$ cat src/rtl/hessian_scale_sched.sv
// hessian_scale_sched: round-robin scheduler that time-shares one hessian_32f
// datapath between NUM_REQ scale-layer requesters, tags every issued request
// with its scale through a PIPE_LAT-deep delay line, and counts issued and
// returned determinants per scale to detect frame completion.
//
// Optional feature macro: HESS_SCHED_THRESH_EN
//   Adds input thresh and output cand_cnt; only determinants strictly above
//   thresh (signed) are forwarded on det_valid. Without the macro every
//   datapath output is forwarded and neither port exists.
//
// state | meaning
// IDLE  | waiting for start, no grants
// RUN   | arbitrating requesters and issuing box sums to the datapath
// DRAIN | every scale fully issued, waiting for the remaining determinants
// DONE  | frame complete, done pulses for one cycle
`timescale 1ns/1ps

module hessian_scale_sched #(
    parameter int NUM_REQ       = 4,
    parameter int SEL_W         = 2,
    parameter int PIPE_LAT      = 9,
    parameter int DET_W         = 32,
    parameter int CNT_W         = 20,
    parameter int PIX_PER_SCALE = 307200
) (
    input  logic               clk,
    input  logic               rst_n,
    input  logic               start,
    input  logic [NUM_REQ-1:0] req,
    output logic [NUM_REQ-1:0] gnt,
    output logic [SEL_W-1:0]   sel,
    output logic               hs_din_valid,
    input  logic               hs_o_d_valid,
    input  logic [DET_W-1:0]   hs_o_d,
`ifdef HESS_SCHED_THRESH_EN
    input  logic [DET_W-1:0]   thresh,
    output logic [CNT_W-1:0]   cand_cnt,
`endif
    output logic               det_valid,
    output logic [DET_W-1:0]   det_data,
    output logic [SEL_W-1:0]   det_scale,
    output logic               busy,
    output logic               done,
    output logic               err_sync
);

    typedef enum logic [1:0] {
        S_IDLE  = 2'd0,
        S_RUN   = 2'd1,
        S_DRAIN = 2'd2,
        S_DONE  = 2'd3
    } state_t;

    localparam logic [CNT_W-1:0] PPS_C     = CNT_W'(PIX_PER_SCALE);
    localparam logic [SEL_W-1:0] RR_INIT_C = SEL_W'(NUM_REQ - 1);

    state_t             state_q, state_d;
    logic [CNT_W-1:0]   issue_cnt_q [NUM_REQ];
    logic [CNT_W-1:0]   issue_cnt_d [NUM_REQ];
    logic [CNT_W-1:0]   ret_cnt_q   [NUM_REQ];
    logic [CNT_W-1:0]   ret_cnt_d   [NUM_REQ];
    logic [SEL_W-1:0]   rr_ptr_q, rr_ptr_d;

    logic [PIPE_LAT-1:0] tag_v_q;
    logic [SEL_W-1:0]    tag_s_q [PIPE_LAT];
    logic                tail_v;
    logic [SEL_W-1:0]    tail_s;

    logic               det_valid_q, det_valid_d;
    logic [DET_W-1:0]   det_data_q;
    logic [SEL_W-1:0]   det_scale_q;
    logic               err_q, err_d;

    logic               start_acc;
    logic               all_issued;
    logic               all_returned;
    logic [NUM_REQ-1:0] eligible;
    logic               gnt_found;
    logic [SEL_W-1:0]   gnt_idx;
    logic [SEL_W-1:0]   arb_idx;

    assign start_acc = start && (state_q == S_IDLE);
    assign tail_v    = tag_v_q[PIPE_LAT-1];
    assign tail_s    = tag_s_q[PIPE_LAT-1];

    // Per-scale completion flags and request eligibility (saturated counters drop out).
    always_comb begin
        all_issued   = 1'b1;
        all_returned = 1'b1;
        eligible     = '0;
        for (int i = 0; i < NUM_REQ; i++) begin
            if (issue_cnt_q[i] < PPS_C) begin
                all_issued  = 1'b0;
                eligible[i] = req[i];
            end
            if (ret_cnt_q[i] < PPS_C) begin
                all_returned = 1'b0;
            end
        end
    end

    // Round-robin search starting just above the last granted index, wrapping.
    always_comb begin
        gnt_found = 1'b0;
        gnt_idx   = '0;
        arb_idx   = '0;
        for (int k = 1; k <= NUM_REQ; k++) begin
            arb_idx = SEL_W'((int'(rr_ptr_q) + k) % NUM_REQ);
            if (!gnt_found && eligible[arb_idx]) begin
                gnt_found = 1'b1;
                gnt_idx   = arb_idx;
            end
        end
    end

    // Grant, mux select and datapath valid; only RUN may issue.
    always_comb begin
        gnt          = '0;
        sel          = '0;
        hs_din_valid = 1'b0;
        if ((state_q == S_RUN) && gnt_found) begin
            gnt[gnt_idx] = 1'b1;
            sel          = gnt_idx;
            hs_din_valid = 1'b1;
        end
    end

    // Next-state logic for the frame sequencer.
    always_comb begin
        state_d = state_q;
        unique case (state_q)
            S_IDLE:  if (start)        state_d = S_RUN;
            S_RUN:   if (all_issued)   state_d = S_DRAIN;
            S_DRAIN: if (all_returned) state_d = S_DONE;
            S_DONE:                    state_d = S_IDLE;
            default:                   state_d = S_IDLE;
        endcase
    end

    // Round-robin pointer follows the most recent grant; it is not reset by start.
    always_comb begin
        rr_ptr_d = rr_ptr_q;
        if (hs_din_valid) begin
            rr_ptr_d = sel;
        end
    end

    // Issue/return counters: cleared on an accepted start, saturating otherwise.
    always_comb begin
        for (int i = 0; i < NUM_REQ; i++) begin
            issue_cnt_d[i] = issue_cnt_q[i];
            ret_cnt_d[i]   = ret_cnt_q[i];
        end
        if (start_acc) begin
            for (int i = 0; i < NUM_REQ; i++) begin
                issue_cnt_d[i] = '0;
                ret_cnt_d[i]   = '0;
            end
        end else begin
            if (hs_din_valid && (issue_cnt_q[sel] < PPS_C)) begin
                issue_cnt_d[sel] = issue_cnt_q[sel] + CNT_W'(1);
            end
            if (hs_o_d_valid && (ret_cnt_q[tail_s] < PPS_C)) begin
                ret_cnt_d[tail_s] = ret_cnt_q[tail_s] + CNT_W'(1);
            end
        end
    end

    // Sync error: datapath valid disagrees with the tag pipe, or output while idle.
    always_comb begin
        err_d = err_q;
        if (start_acc) begin
            err_d = 1'b0;
        end
        if ((hs_o_d_valid != tail_v) || (hs_o_d_valid && (state_q == S_IDLE))) begin
            err_d = 1'b1;
        end
    end

`ifdef HESS_SCHED_THRESH_EN
    logic [CNT_W-1:0] cand_cnt_q, cand_cnt_d;

    // Forward only determinants strictly above the signed threshold.
    always_comb begin
        det_valid_d = hs_o_d_valid && ($signed(hs_o_d) > $signed(thresh));
    end

    // Candidate counter: cleared on start, holds at its maximum value.
    always_comb begin
        cand_cnt_d = cand_cnt_q;
        if (start_acc) begin
            cand_cnt_d = '0;
        end else if (det_valid_d && (cand_cnt_q != '1)) begin
            cand_cnt_d = cand_cnt_q + CNT_W'(1);
        end
    end

    // Candidate counter register.
    always_ff @(posedge clk or negedge rst_n) begin
        if (!rst_n) begin
            cand_cnt_q <= '0;
        end else begin
            cand_cnt_q <= cand_cnt_d;
        end
    end

    assign cand_cnt = cand_cnt_q;
`else
    // Every datapath output is forwarded.
    always_comb begin
        det_valid_d = hs_o_d_valid;
    end
`endif

    // Sequencer state, pointer, counters and sync flag.
    always_ff @(posedge clk or negedge rst_n) begin
        if (!rst_n) begin
            state_q  <= S_IDLE;
            rr_ptr_q <= RR_INIT_C;
            err_q    <= 1'b0;
            for (int i = 0; i < NUM_REQ; i++) begin
                issue_cnt_q[i] <= '0;
                ret_cnt_q[i]   <= '0;
            end
        end else begin
            state_q     <= state_d;
            rr_ptr_q    <= rr_ptr_d;
            err_q       <= err_d;
            issue_cnt_q <= issue_cnt_d;
            ret_cnt_q   <= ret_cnt_d;
        end
    end

    // Scale tag delay line, aligned with the datapath latency; shifts every cycle.
    always_ff @(posedge clk or negedge rst_n) begin
        if (!rst_n) begin
            tag_v_q <= '0;
            for (int i = 0; i < PIPE_LAT; i++) begin
                tag_s_q[i] <= '0;
            end
        end else begin
            tag_v_q[0] <= hs_din_valid;
            tag_s_q[0] <= sel;
            for (int i = 1; i < PIPE_LAT; i++) begin
                tag_v_q[i] <= tag_v_q[i-1];
                tag_s_q[i] <= tag_s_q[i-1];
            end
        end
    end

    // Registered output stage: determinant labelled with its tail scale.
    always_ff @(posedge clk or negedge rst_n) begin
        if (!rst_n) begin
            det_valid_q <= 1'b0;
            det_data_q  <= '0;
            det_scale_q <= '0;
        end else begin
            det_valid_q <= det_valid_d;
            det_data_q  <= hs_o_d;
            det_scale_q <= tail_s;
        end
    end

    assign det_valid = det_valid_q;
    assign det_data  = det_data_q;
    assign det_scale = det_scale_q;
    assign err_sync  = err_q;
    assign busy      = (state_q == S_RUN) || (state_q == S_DRAIN);
    assign done      = (state_q == S_DONE);

endmodule

$ cat config.mk
export PLATFORM = sky130hd
export DESIGN_NAME = hessian_scale_sched
export DESIGN_NICKNAME = d
export VERILOG_FILES = /design/src/rtl/hessian_scale_sched.sv
export SDC_FILE = /design/constraint.sdc
export NUM_CORES = 1
export LEC_CHECK = 0
export BUFFER_PORTS_ARGS = -buffer_cell sky130_fd_sc_hd__buf_2
export CORE_MARGIN = 2
export CORE_UTILIZATION = 54
export CTS_CLUSTER_DIAMETER = 100
export DETAILED_ROUTE_END_ITERATION = 8
export PLACE_DENSITY = 0.76
export RECOVER_POWER = 50
export SYNTH_ARGS = -nofsm -noshare
export SYNTH_HDL_FRONTEND = slang
export SYNTH_SLANG_ARGS = --single-unit
$ cat constraint.sdc
create_clock -name clk -period 3.4 [get_ports clk]
set_input_delay 0.34 -clock clk [delete_from_list [all_inputs] [get_ports clk]]
set_output_delay 0.34 -clock clk [all_outputs]
set_load 0.02 [all_outputs]
==> impl_metrics.tcl <==
set metrics [dict create \
    stdcell_area_um2 13700 \
    relSlewSlack_pct -74.2 \
    rsz0062_at_grt "true" \
    final.setup.tns_ns -12.93 \
    ys_top_cells_by_area "dfrtp_1, o21ai_0, nand2_1" \
    rr_endpoint "issue_cnt_q[55]$_DFFE_PN0P_" \
    postLayoutSetupSlackWorst_ns -0.413 \
    place.gp.congestion 0.914 \
    crit_buf_inv 8 \
    floorplan.die.height_um 140 \
    drt-initial-drc-count 842 \
    slew_viol_final 105 \
    fin_nets 1238 \
    dr_wl_met2_um 16400 \
    initial_antenna_violation_count 0 \
    run_status "finished with violations" \
    first_global_vias 9096 \
    worst_setup_hold_path_clk_slew_ns 0.06 \
    worst-setup-path-type "register to register" \
    synth_sequential_area_ratio_pct 57.1 \
    post_synth_and_or_nand_nor_area_fraction_pct 12.2 \
    arrival_time_of_data_at_the_critical_path_endpoint_ns 4.22 \
    timing.reg2reg.setup_slack_ns -0.41 \
    crit_slowest_cell "dfrtp_1" \
    worst_margin_slew_ns 2.61 \
    dp.cells 1323 \
    htree_num_levels 1 \
    yosys.cell_types.count 71 \
    ioPinCount 85 \
    timing.critical_path.max_delay_family "buffers and inverters" \
    worstSetupEndpointType "register" \
    final_routed_wirelength_um 32900 \
    ant_nets 0 \
    hold-path-cell-count 4 \
    detail_route.drc_violations 0 \
    yosys-mux-area-fraction_pct 5.67 \
    syn2layout_area_growth_pct 37.8 \
    clk_root_buffer_cell "clkbuf_16" \
    grt_first_pass_wirelength_um 48600 \
    failed_checks "capacitance limit, slew limit, setup timing" \
    yosysWarningCount 0 \
    tritoncts_clock_tree "built" \
    ctsLongestPathBuffers 3 \
    syn_area_per_cell_um2 10.8 \
    period_needed_ns 3.81 \
    static-leakage-power_uw 0.00624 \
    wl_met3_um 2620 \
    cp_common_cell "buf_4" \
    globalRouteOverflowTotal 0 \
    antenna_cells_inserted 0 \
    setup-violations-final 66 \
    clock-skew-final_ns 0.0118 \
    drtPass1Iterations 8 \
    flip_flop_and_latch_count_after_synthesis 227 \
    dpl_cell_area_um2 11500 \
    timing.reg2reg.worst_path_depth 19 \
    clock_insertion_delay_worst_skew_ns 0.54 \
    detailedPlacementHpwl_um 18000 \
    synth_commonest_cells "dfrtp_1, nand2_1, o21ai_0" \
    grt.total_usage_pct 31.2 \
    pin_count_of_the_biggest_net_entering_global_routing 105 \
    route.detailed.wl_per_inst_um 22.9 \
    post_synth_instance_area_um2 9950 \
    fp.dieW_um 140 \
    floorplan.rows 49 \
    yosys.area_share.adder_pct 0.880 \
    synth_top_area_share_pct 56.6 \
    reg2reg_from "issue_cnt_q[56]$_DFFE_PN0P_" \
    whs_endpoint "state_q[0]$_DFFE_PN0P_" \
    worst_setup_path_start_kind "register" \
    number_of_enable_type_register_cells_in_the_synthesized_netlist 0 \
    synth.most_common_cell "dfrtp_1" \
    combinational_family_with_the_most_area_after_synthesis "compound AO/OA/AOI/OAI gates" \
    report.final.hold_viol_count 0 \
    critPathMaxFanout 4 \
    wl_met1_um 12000 \
    tritoncts_num_sinks 227 \
    synth_xor_area_share_pct 3.08 \
    power_density_nw_per_um2 866 \
    critPathMaxStageDelay_ns 0.39 \
    timing.hold.worst.start "start" \
    vias 9030 \
    start_util_pct 55.2 \
    floorplan.die_area_um2 19500 \
    cp_cell_sequence "o21a_1 > buf_4 > a311oi_4 > buf_4 > nand3_2 > o221a_4 > buf_6 > a21oi_4 > buf_12 > buf_16 > o221ai_2 > nor4b_4 > buf_4 > nand4_4 > buf_4 > buf_6 > nor3_2 > xnor2_1 > nor2_1" \
    vdd_ir_drop_max_v 0.000750 \
    routed.top_layer "met4" \
    placement.io_buffers 84 \
    syn_nets 970 \
    hp-class "primary input to register" \
    async_reset_ff_share_pct 100 \
    final.period_utilization_pct 112 \
    numCtsBuffers 25 \
    yosys.area.top_type "dfrtp_1" \
    synth-compound-area-share_pct 18.0 \
    viasPerCell 6.28 \
    synth-main-ff-cell "dfrtp_1" \
    floorplan.core_area_um2 18000 \
    drive_gt1_share_pct 32.7 \
    critical_path_required_ns 3.81 \
    cap_violations 1 \
    syn-instance-count 923 \
    max_freq_mhz 262 \
    layout.cells.non_filler 1438 \
]
[registers in the layout, summed over array words and instances, names as in the netlist]
name and cells:
det_valid 1, tail_s 2, det_data 32, err_sync 1, ret_cnt_q 80, tag_v_q 9, det_scale 2, rr_ptr_q 2
tag_s_q 16, issue_cnt_q 80, state_q 2
[area by class of cell]
| cell class | count | area [um2] |
|---|---|---|
| clock buffers | 36 | 747 |
| repair buffers | 292 | 2180 |
| flip-flops and latches | 227 | 5680 |
| inverters | 22 | 88.8 |
| clock inverters | 9 | 125 |
| multi-input cells | 623 | 4600 |
| well taps | 229 | 287 |
| fillers | 1072 | 4310 |
[report_power, final]
part	internal (uW)	switching (uW)	leakage [uW]
combinational	2350	3090	0.00281
clock	1690	1160	0.000426
sequential	3220	366	0.00300
[timing repair]
action / CTS / global route
cloned: 1 / 0
buffers inserted: 22 / 19
pin swaps: 29 / 58
endpoints found under the setup margin: 63 / 71
hold buffers: 34 / 0
endpoints found under the hold margin: 134 / 0
resized for setup: 80 / 69
[logic make-up (layout without fill, tap and decap cells)]
kind of cell	Yosys count	count (layout)
buffers and inverters	73	359
xor gates and xnor gates	35	35
adders and majority gates	7	7
AOI/OAI and AO/OA	289	289
muxes	31	31
DFF	227	227
and+or+nand+nor	261	261
[how the worst max path moves through the flow]
stage | cells past startpoint | to | from
2_1_floorplan | 16 | issue_cnt_q[14]$_DFFE_PN0P_ | issue_cnt_q[57]$_DFFE_PN0P_
3_3_place_gp | 12 | issue_cnt_q[58]$_DFFE_PN0P_ | issue_cnt_q[73]$_DFFE_PN0P_
3_5_place_dp | 12 | issue_cnt_q[18]$_DFFE_PN0P_ | issue_cnt_q[73]$_DFFE_PN0P_
4_1_cts | 16 | issue_cnt_q[18]$_DFFE_PN0P_ | issue_cnt_q[53]$_DFFE_PN0P_
5_1_grt | 19 | issue_cnt_q[55]$_DFFE_PN0P_ | issue_cnt_q[57]$_DFFE_PN0P_
6_report | 19 | issue_cnt_q[55]$_DFFE_PN0P_ | issue_cnt_q[56]$_DFFE_PN0P_
[worst reg2reg max path: stages (launching register included)]
cell and delay (ns):
dfrtp_1 0.39, o21a_1 0.21, buf_4 0.15, a311oi_4 0.33, buf_4 0.19, nand3_2 0.12, o221a_4 0.17, buf_6 0.14
a21oi_4 0.20, buf_12 0.15, buf_16 0.11, o221ai_2 0.13, nor4b_4 0.32, buf_4 0.18, nand4_4 0.15, buf_4 0.21
buf_6 0.11, nor3_2 0.20, xnor2_1 0.17, nor2_1 0.07
[stage by stage]
stage	setup WS [ns]	hold WS [ns]	total power, uW	utilization (%)
after floorplan	-0.0564	0.0444	5810	-
after global placement	-0.181	0.332	7570	64.0
after detailed placement	-0.267	0.335	7660	64.0
after CTS	-0.0568	0.271	11100	74.1
after global routing	-0.546	0.319	12300	76.1
final	-0.413	0.276	11900	76.1
[layout by cell type, fill, tap and decap left out, drive strengths merged, types with 4 or more instances in the layout]
cell type	synthesis	layout
dfrtp	225	225
buf	11	216
nand2	139	139
o21ai	133	133
clkbuf	40	78
a21oi	74	74
nor2	44	44
dlygate4sd3	0	34
inv	21	23
xnor2	22	22
mux4	20	20
nand3	15	15
and2	14	14
xor2	13	13
nor3	12	12
o221ai	12	12
and3	9	9
a21o	9	9
a211oi	8	8
mux2i	8	8
ha	7	7
o22ai	7	7
nand3b	6	6
nand2b	6	6
nor4	6	6
o21a	5	5
a211o	5	5
o31ai	4	4
nand4	4	4
[layer usage]
metal | vias up | global-route usage, %
met2 | 588 | 54.5
met5 | - | 0
met4 | 0 | 11.8
met3 | 161 | 4.16
li1 | 3815 | -
met1 | 4466 | 39.8
No activity file was read; power rests on OpenSTA's default activity.
